--- src/rtl/div_scheduler.sv ---
// Two-requester front end for one shared restoring sign-magnitude divider.
// Round-robin grant, req/ack operand capture, one quotient bit per clock.
//
// Ports:
//   clk, rst_n            clock (rising edge), async active-low reset
//   reqA/numA/denA/       requester A: level request plus operand
//   signNA/signDA         magnitudes and signs (1 = negative)
//   reqB/numB/denB/       requester B, same meaning as A
//   signNB/signDB
//   ackA, ackB            one-cycle pulse: operands captured
//   doneA, doneB          one-cycle pulse: result valid for that owner
//   result, remainder     quotient / remainder magnitudes
//   sign                  quotient sign (never a negative zero)
//   divZero               last operation had a zero denominator
//   busy                  high whenever the scheduler is not idle
module div_scheduler #(
    parameter int numBits = 8,
    parameter int demBits = 8
) (
    input  logic               clk,
    input  logic               rst_n,
    input  logic               reqA,
    input  logic [numBits-1:0] numA,
    input  logic [demBits-1:0] denA,
    input  logic               signNA,
    input  logic               signDA,
    input  logic               reqB,
    input  logic [numBits-1:0] numB,
    input  logic [demBits-1:0] denB,
    input  logic               signNB,
    input  logic               signDB,
    output logic               ackA,
    output logic               ackB,
    output logic               doneA,
    output logic               doneB,
    output logic [numBits-1:0] result,
    output logic [demBits-1:0] remainder,
    output logic               sign,
    output logic               divZero,
    output logic               busy
);

    localparam int CW = (numBits > 1) ? $clog2(numBits) : 1;

    typedef enum logic [1:0] {
        IDLE,
        RUN,
        DONE
    } state_t;

    state_t             state_q, state_d;
    logic [CW-1:0]      count_q, count_d;
    logic               fin_q, fin_d;
    logic               owner_q, owner_d;
    logic               last_b_q, last_b_d;
    logic [numBits-1:0] num_q, num_d;
    logic [demBits-1:0] den_q, den_d;
    logic               sgn_num_q, sgn_num_d;
    logic               sgn_den_q, sgn_den_d;
    logic [demBits-1:0] prem_q, prem_d;
    logic [numBits-1:0] quo_q, quo_d;
    logic               ack_a_q, ack_a_d;
    logic               ack_b_q, ack_b_d;
    logic               done_a_q, done_a_d;
    logic               done_b_q, done_b_d;
    logic [numBits-1:0] result_q, result_d;
    logic [demBits-1:0] rem_q, rem_d;
    logic               sign_q, sign_d;
    logic               dz_q, dz_d;

    logic               pick_b;
    logic [numBits-1:0] num_sel;
    logic [demBits-1:0] den_sel;
    logic               sn_sel;
    logic               sd_sel;
    logic [demBits:0]   shifted;
    logic [demBits:0]   trial;
    logic               qbit;

    // Tie goes to whoever was not granted last time.
    assign pick_b  = reqB & (~reqA | ~last_b_q);
    assign num_sel = pick_b ? numB : numA;
    assign den_sel = pick_b ? denB : denA;
    assign sn_sel  = pick_b ? signNB : signNA;
    assign sd_sel  = pick_b ? signDB : signDA;

    // Partial remainder stays below den, so the trial lies in (-den, den)
    // and its top bit is a valid borrow flag.
    assign shifted = {prem_q, num_q[count_q]};
    assign trial   = shifted - {1'b0, den_q};
    assign qbit    = ~trial[demBits];

    always_comb begin
        state_d   = state_q;
        count_d   = count_q;
        fin_d     = fin_q;
        owner_d   = owner_q;
        last_b_d  = last_b_q;
        num_d     = num_q;
        den_d     = den_q;
        sgn_num_d = sgn_num_q;
        sgn_den_d = sgn_den_q;
        prem_d    = prem_q;
        quo_d     = quo_q;
        ack_a_d   = 1'b0;
        ack_b_d   = 1'b0;
        done_a_d  = 1'b0;
        done_b_d  = 1'b0;
        result_d  = result_q;
        rem_d     = rem_q;
        sign_d    = sign_q;
        dz_d      = dz_q;
        unique case (state_q)
            IDLE: begin
                if (reqA | reqB) begin
                    owner_d   = pick_b;
                    last_b_d  = pick_b;
                    num_d     = num_sel;
                    den_d     = den_sel;
                    sgn_num_d = sn_sel;
                    sgn_den_d = sd_sel;
                    ack_a_d   = ~pick_b;
                    ack_b_d   = pick_b;
                    prem_d    = '0;
                    quo_d     = '0;
                    count_d   = CW'(numBits - 1);
                    // A zero divisor skips the bit loop entirely.
                    fin_d     = (den_sel == '0);
                    state_d   = RUN;
                end
            end
            RUN: begin
                if (fin_q) begin
                    state_d  = DONE;
                    done_a_d = ~owner_q;
                    done_b_d = owner_q;
                    if (den_q == '0) begin
                        result_d = '1;
                        rem_d    = '0;
                        dz_d     = 1'b1;
                        sign_d   = sgn_num_q ^ sgn_den_q;
                    end else begin
                        result_d = quo_q;
                        rem_d    = prem_q;
                        dz_d     = 1'b0;
                        sign_d   = (sgn_num_q ^ sgn_den_q) & (|quo_q);
                    end
                end else begin
                    quo_d[count_q] = qbit;
                    prem_d = qbit ? trial[demBits-1:0]
                                  : shifted[demBits-1:0];
                    if (count_q == '0) begin
                        fin_d = 1'b1;
                    end else begin
                        count_d = count_q - 1'b1;
                    end
                end
            end
            DONE: begin
                state_d = IDLE;
            end
            default: begin
                state_d = IDLE;
            end
        endcase
    end

    always_ff @(posedge clk or negedge rst_n) begin
        if (!rst_n) begin
            state_q   <= IDLE;
            count_q   <= '0;
            fin_q     <= 1'b0;
            owner_q   <= 1'b0;
            last_b_q  <= 1'b1;
            num_q     <= '0;
            den_q     <= '0;
            sgn_num_q <= 1'b0;
            sgn_den_q <= 1'b0;
            prem_q    <= '0;
            quo_q     <= '0;
            ack_a_q   <= 1'b0;
            ack_b_q   <= 1'b0;
            done_a_q  <= 1'b0;
            done_b_q  <= 1'b0;
            result_q  <= '0;
            rem_q     <= '0;
            sign_q    <= 1'b0;
            dz_q      <= 1'b0;
        end else begin
            state_q   <= state_d;
            count_q   <= count_d;
            fin_q     <= fin_d;
            owner_q   <= owner_d;
            last_b_q  <= last_b_d;
            num_q     <= num_d;
            den_q     <= den_d;
            sgn_num_q <= sgn_num_d;
            sgn_den_q <= sgn_den_d;
            prem_q    <= prem_d;
            quo_q     <= quo_d;
            ack_a_q   <= ack_a_d;
            ack_b_q   <= ack_b_d;
            done_a_q  <= done_a_d;
            done_b_q  <= done_b_d;
            result_q  <= result_d;
            rem_q     <= rem_d;
            sign_q    <= sign_d;
            dz_q      <= dz_d;
        end
    end

    assign ackA      = ack_a_q;
    assign ackB      = ack_b_q;
    assign doneA     = done_a_q;
    assign doneB     = done_b_q;
    assign result    = result_q;
    assign remainder = rem_q;
    assign sign      = sign_q;
    assign divZero   = dz_q;
    assign busy      = (state_q != IDLE);

endmodule
--- config.mk ---
export PLATFORM = sky130hd
export DESIGN_NAME = div_scheduler
export DESIGN_NICKNAME = d
export VERILOG_FILES = /design/src/rtl/div_scheduler.sv
export SDC_FILE = /design/constraint.sdc
export NUM_CORES = 1
export LEC_CHECK = 0
export CORE_ASPECT_RATIO = 1.1
export CORE_MARGIN = 5
export CORE_UTILIZATION = 40
export CTS_CLUSTER_SIZE = 10
export DETAILED_ROUTE_END_ITERATION = 6
export DONT_BUFFER_PORTS = 1
export GPL_ROUTABILITY_DRIVEN = 1
export PLACE_DENSITY = 0.57
export SYNTH_ARGS = -nofsm -noshare
export SYNTH_HDL_FRONTEND = slang
export SYNTH_SLANG_ARGS = --single-unit
--- constraint.sdc ---
create_clock -name clk -period 2.7 [get_ports clk]
set_clock_uncertainty 0.15 [all_clocks]
set_input_delay 0.54 -clock clk [delete_from_list [all_inputs] [get_ports clk]]
set_output_delay 0.54 -clock clk [all_outputs]
set_load 0.01 [all_outputs]
Word-level counts from Yosys, hierarchy flattened
Index checks and enable logic that the tools add are counted.

word-level totals
  register bits after elaboration = 64
  memories kept = 0
  latch bits = 0
  ROM bits = 0
  bits in writable memories = 0

cells by class
  shift-type cells = 0
  div/mod/pow operators = 0
  multiply operators = 0
  mux-type cells = 38
  $lt $le $gt $ge = 2
  eq/ne operators = 5
  add/sub/neg operators = 2
  bitwise operators = 10
  reductions and logical operators = 14

operators with widths
  operator               count
  $mux W8                8
  $pmux W8 S2            2
  $mux W1                17
  $logic_not A8 Y1       2
  $mux W3                3
  $sub A9 B8 Y9          1
  $bwmux W8              1
  $ne A2 B2 Y1 const B   4
  $reduce_and A2 Y1      4
  $reduce_or A8 Y1       1
  $pmux W3 S2            1
  $not A1 Y1             5
  $lt A3 B4 Y1 const B   1
  $mux W2                2
  $pmux W2 S2            1
  $reduce_and A4 Y1      1
  $reduce_bool A2 Y1     2
  $bmux W1 S3            1
  $demux W1 S3           1
  $ge A3 B1 Y1 const B   1
  $logic_not A3 Y1       1
  $reduce_and A3 Y1      1
  $sub A3 B1 Y3 const B  1
  $and A1 B1 Y1          2
  other kinds (6)        7

Depth between registers and ports, before layout
  depth after elaboration = 7
  gate-level depth with buffers = 11
  mapped depth without buffers = 9

Least setup slack after synthesis
Ideal clock, no wire load.

  path type = reg-to-reg
  from = reg count_q[0]
  to = reg quo_q[1]
  path buffers = 1
  setup time = 0.077 ns
  arrival = 2.662 ns
  slack = -0.189 ns
  stages on the path, launching flop included = 11
  clock period less this slack = 2.889 ns
  cells stage by stage = dfrtp_1 -> buf_4 -> mux4_2 -> mux2i_1 -> ha_1 -> fa_1 -> nand2b_1 -> a211oi_2 -> o211ai_2 -> or4_1 -> a21oi_1

on the way
  cells in the longest elaborated chain, start to end = 7

ends and longest elaborated chain
  item                                                                         line     source
  start, declared                                                              52       logic [CW-1:0] count_q, count_d;
  start signal, assigned                                                       191      count_q <= count_d;
  $bmux W1 S3 (tied with other cells)                                          89       assign shifted = {prem_q, num_q[count_q]};
  $mux W1 (implied by the code) / $logic_and A1 B1 Y1 (equally long branches)  89, 149
  $sub A9 B8 Y9 / $mux W1 (equally long branches)                              90, 149
  $not A1 Y1 / $demux W1 S3 (equally long branches)                            91, 149
  $bwmux W8 (*)                                                                149      quo_d[count_q] = qbit;
  $mux W8 (*)                                                                  133      if (fin_q) begin
  $pmux W8 S2 (*)                                                              113      unique case (state_q)
  end signal, assigned                                                         200      quo_q <= quo_d;
  end, declared                                                                61       logic [numBits-1:0] quo_q, quo_d;

Every way passes the cells marked *; elsewhere a longest branch is shown, timed or not. The select of a mux whose other input is x is not followed.
A chain may end at the register's enable or synchronous reset.

Final worst setup path
Ends and elaborated chain as after synthesis.

==> results.toml <==
[synth]
yosysTopAreaCellShare_pct = 46.98
ys_ff_latch = 64
synth_edf_count = 0
synth_seq_area_share_pct = 47.76
synthTopCellsByCount = "dfrtp_1 (63), nand2_1 (35), o21ai_0 (33)"
synth.most_common_cell = "dfrtp_1"
yosysTopAreaCell = "dfrtp_1"
synth_area_um2 = 3356
synth_area_leaders = "dfrtp_1 (47%), mux2i_1 (6.9%), o21ai_0 (4.9%)"
ys_warn_count = 0
async_flop_share_pct = 100.0
synth.avg_cell_area_um2 = 10.14
yosys_most_used_dff = "dfrtp_1"
yosysUniqueCellTypes = 59
syn_inst = 331
synthesis.nets = 382

[outcome]
violations = "negative setup slack"
outcome = "finished with violations"

[floorplan]
core_um2 = 8277
start_util_pct = 40.54
die_h_um = 106.1
io_pins = 63
num_rows = 35
die_x_um = 97.33
dieArea_um2 = 10320

[global_route]
grt_overflow = 0
first_global_vias = 2618
grt_antenna_before_repair = 0
grt_pass1_wl_um = 13120
grt_start_max_net_pins = 65
grt_usage_pct = 15.83

[sta]
fmax_mhz = 357.6
rsz0062_at_grt = "yes"
period_share_pct = 103.6
relSlewSlack_pct = 58.55
hold_viol_final = 0
report.final.slew_viol_count = 0
tightest_slew_ns = 0.6176
period_needed_ns = 2.797
setup_ws_ns = -0.09678
setup_viol = 12

[detailed_routing]
wire_per_inst_um = 17.00
finalWirelength_um = 7839
num_vias = 2579
first_pass_iters = 4
ant_nets = 0
via_per_inst = 5.594
drt_iter0_drc = 112
drc = 0

[placement]
hpwlAfterDp_um = 5757
buffer_ports.inserted = 0
pre_cts_ws_ns = -0.1489
dpl_cell_area_um2 = 3505
gp_congestion = 0.8560

[critical_path]
cp-start-kind = "flip-flop"
r2r_start = "count_q[0]"
critical_path_class = "flip-flop to flip-flop"
cp.arrival_ns = 2.92
end_kind = "flip-flop"
reg2reg_slack_ns = -0.1
timing.critical_path.from = "count_q[0]"
cp.required_ns = 2.82
worstPathMaxFanout = 5

[cells_and_area]
n_antenna_cell = 0
drive_above_1_share_pct = 17.43
final_area_um2 = 3894
area_growth_pct = 16.03
nets = 396

[clock_network]
clk_pin_slew_ns = 0.07
cts-root-buf = "clkbuf_8"
htreeDepth = 3
tritoncts = "done"
cts_buffers = 9
insertion_delay_ns = 0.35
cts.sinks = 64
clock_path_buffers = 2

[worst_hold_path]
min_path_type = "input port to flip-flop"
min_from = "numA[6]"

[power_and_ir_drop]
power_density_nw_per_um2 = 1409
power.total_mw = 5.488
vdd_drop_max_v = 0.0004194
p_leak_nw = 1.721

[job]
max-cap-violations = 0
==> layer usage <==
| metal | track usage (%) | up-vias | routed length [um] |
|---|---|---|---|
| met2 | 23.96 | 79 | 3477 |
| met1 | 21.16 | 1241 | 3694 |
| li1 | - | 1247 | - |
| met4 | 5.935 | 0 | 121 |
| met5 | 0 | - | 0 |
| met3 | 5.249 | 12 | 546 |
==> layout make-up <==
type                    count  area [um^2]
clock buffers               9        123.9
clock inverters             7        71.32
fillers                   773         4383
inverters                  18        72.57
multi-input cells         232         1703
flip-flops and latches     64         1604
well taps                 111        138.9
repair buffers             20        180.2
==> layout by cell type (no fill, tap or decap), types with 4 or more instances in the layout <==
cell type and n:
a22o_1 6, inv_1 16, buf_4 16, o211ai_1 4
nor2b_1 4, ha_1 9, nor4_1 6, o21ai_0 28
nand3_1 7, nor2_1 17, dfrtp_1 62, a21o_1 4
o22a_1 9, clkbuf_8 9, nand2_1 35, a21oi_1 8
o21ai_1 4, mux2i_1 22
==> report_power, final <==
| group | leakage, nW | internal [mW] | switching (mW) |
|---|---|---|---|
| Sequential | 0.817 | 1.38 | 0.412 |
| Combinational | 0.813 | 1.25 | 1.63 |
| Clock | 0.0916 | 0.425 | 0.392 |
==> worst paths after layout <==
kind                             endpoint  cells past startpoint
worst min-delay path             num_q[6]                      2
worst min register to register      doneA                      1
worst max-delay path             quo_q[1]                      9
min in group asynchronous       result[6]                      2
max in group asynchronous        last_b_q                      2
worst max register to register   quo_q[1]                      9
==> critical path, stage by stage (launching register included) <==
cell      delay (ns)
dfrtp_2         0.43
mux4_2          0.35
mux2i_2         0.08
ha_2            0.20
fa_2            0.34
nand2b_4        0.18
a211oi_4        0.31
o211ai_4        0.16
or4_1           0.41
a21oi_1         0.13
==> registers in the layout (all words and copies together) (netlist names), 2 cells and up <==
name       cells
count_q        3
num_q          8
den_q          8
remainder      8
state_q        2
result         8
quo_q          8
prem_q         8
==> cells by family (layout without fill, tap and decap cells) <==
| group | after synthesis | after routing | synth area share (%) |
|---|---|---|---|
| XOR/XNOR | 5 | 5 | 1.305 |
| adder cells (fa/ha/maj) | 11 | 11 | 4.325 |
| AND/OR/NAND/NOR | 98 | 98 | 14.50 |
| flip-flops | 64 | 64 | 47.76 |
| AO/OA/AOI/OAI | 93 | 93 | 19.31 |
| buffers and inverters | 35 | 54 | 4.586 |
| multiplexers | 25 | 25 | 8.203 |
==> metrics by stage <==
step / hold WS (ns) / TNS [ns] / instances / utilization [%]
after CTS: 0.2431 / -0.8640 / 457 / 46.03
after global routing: 0.2581 / -1.847 / 461 / 47.04
final: 0.2545 / -0.3338 / 461 / 47.04
after floorplan: 0.09441 / -0.3627 / 331 / -
after global placement: 0.09631 / -0.5569 / 435 / 42.34
after detailed placement: 0.09604 / -1.468 / 435 / 42.34
==> timing repair <==
action,CTS,global route
setup buffers,4,4
endpoints found under the hold margin,64,0
gates cloned,0,0
gates resized for setup,9,18
hold buffers,2,0
pin swaps,8,11
setup endpoints to repair,16,16
(Power assumes the default switching activity.)
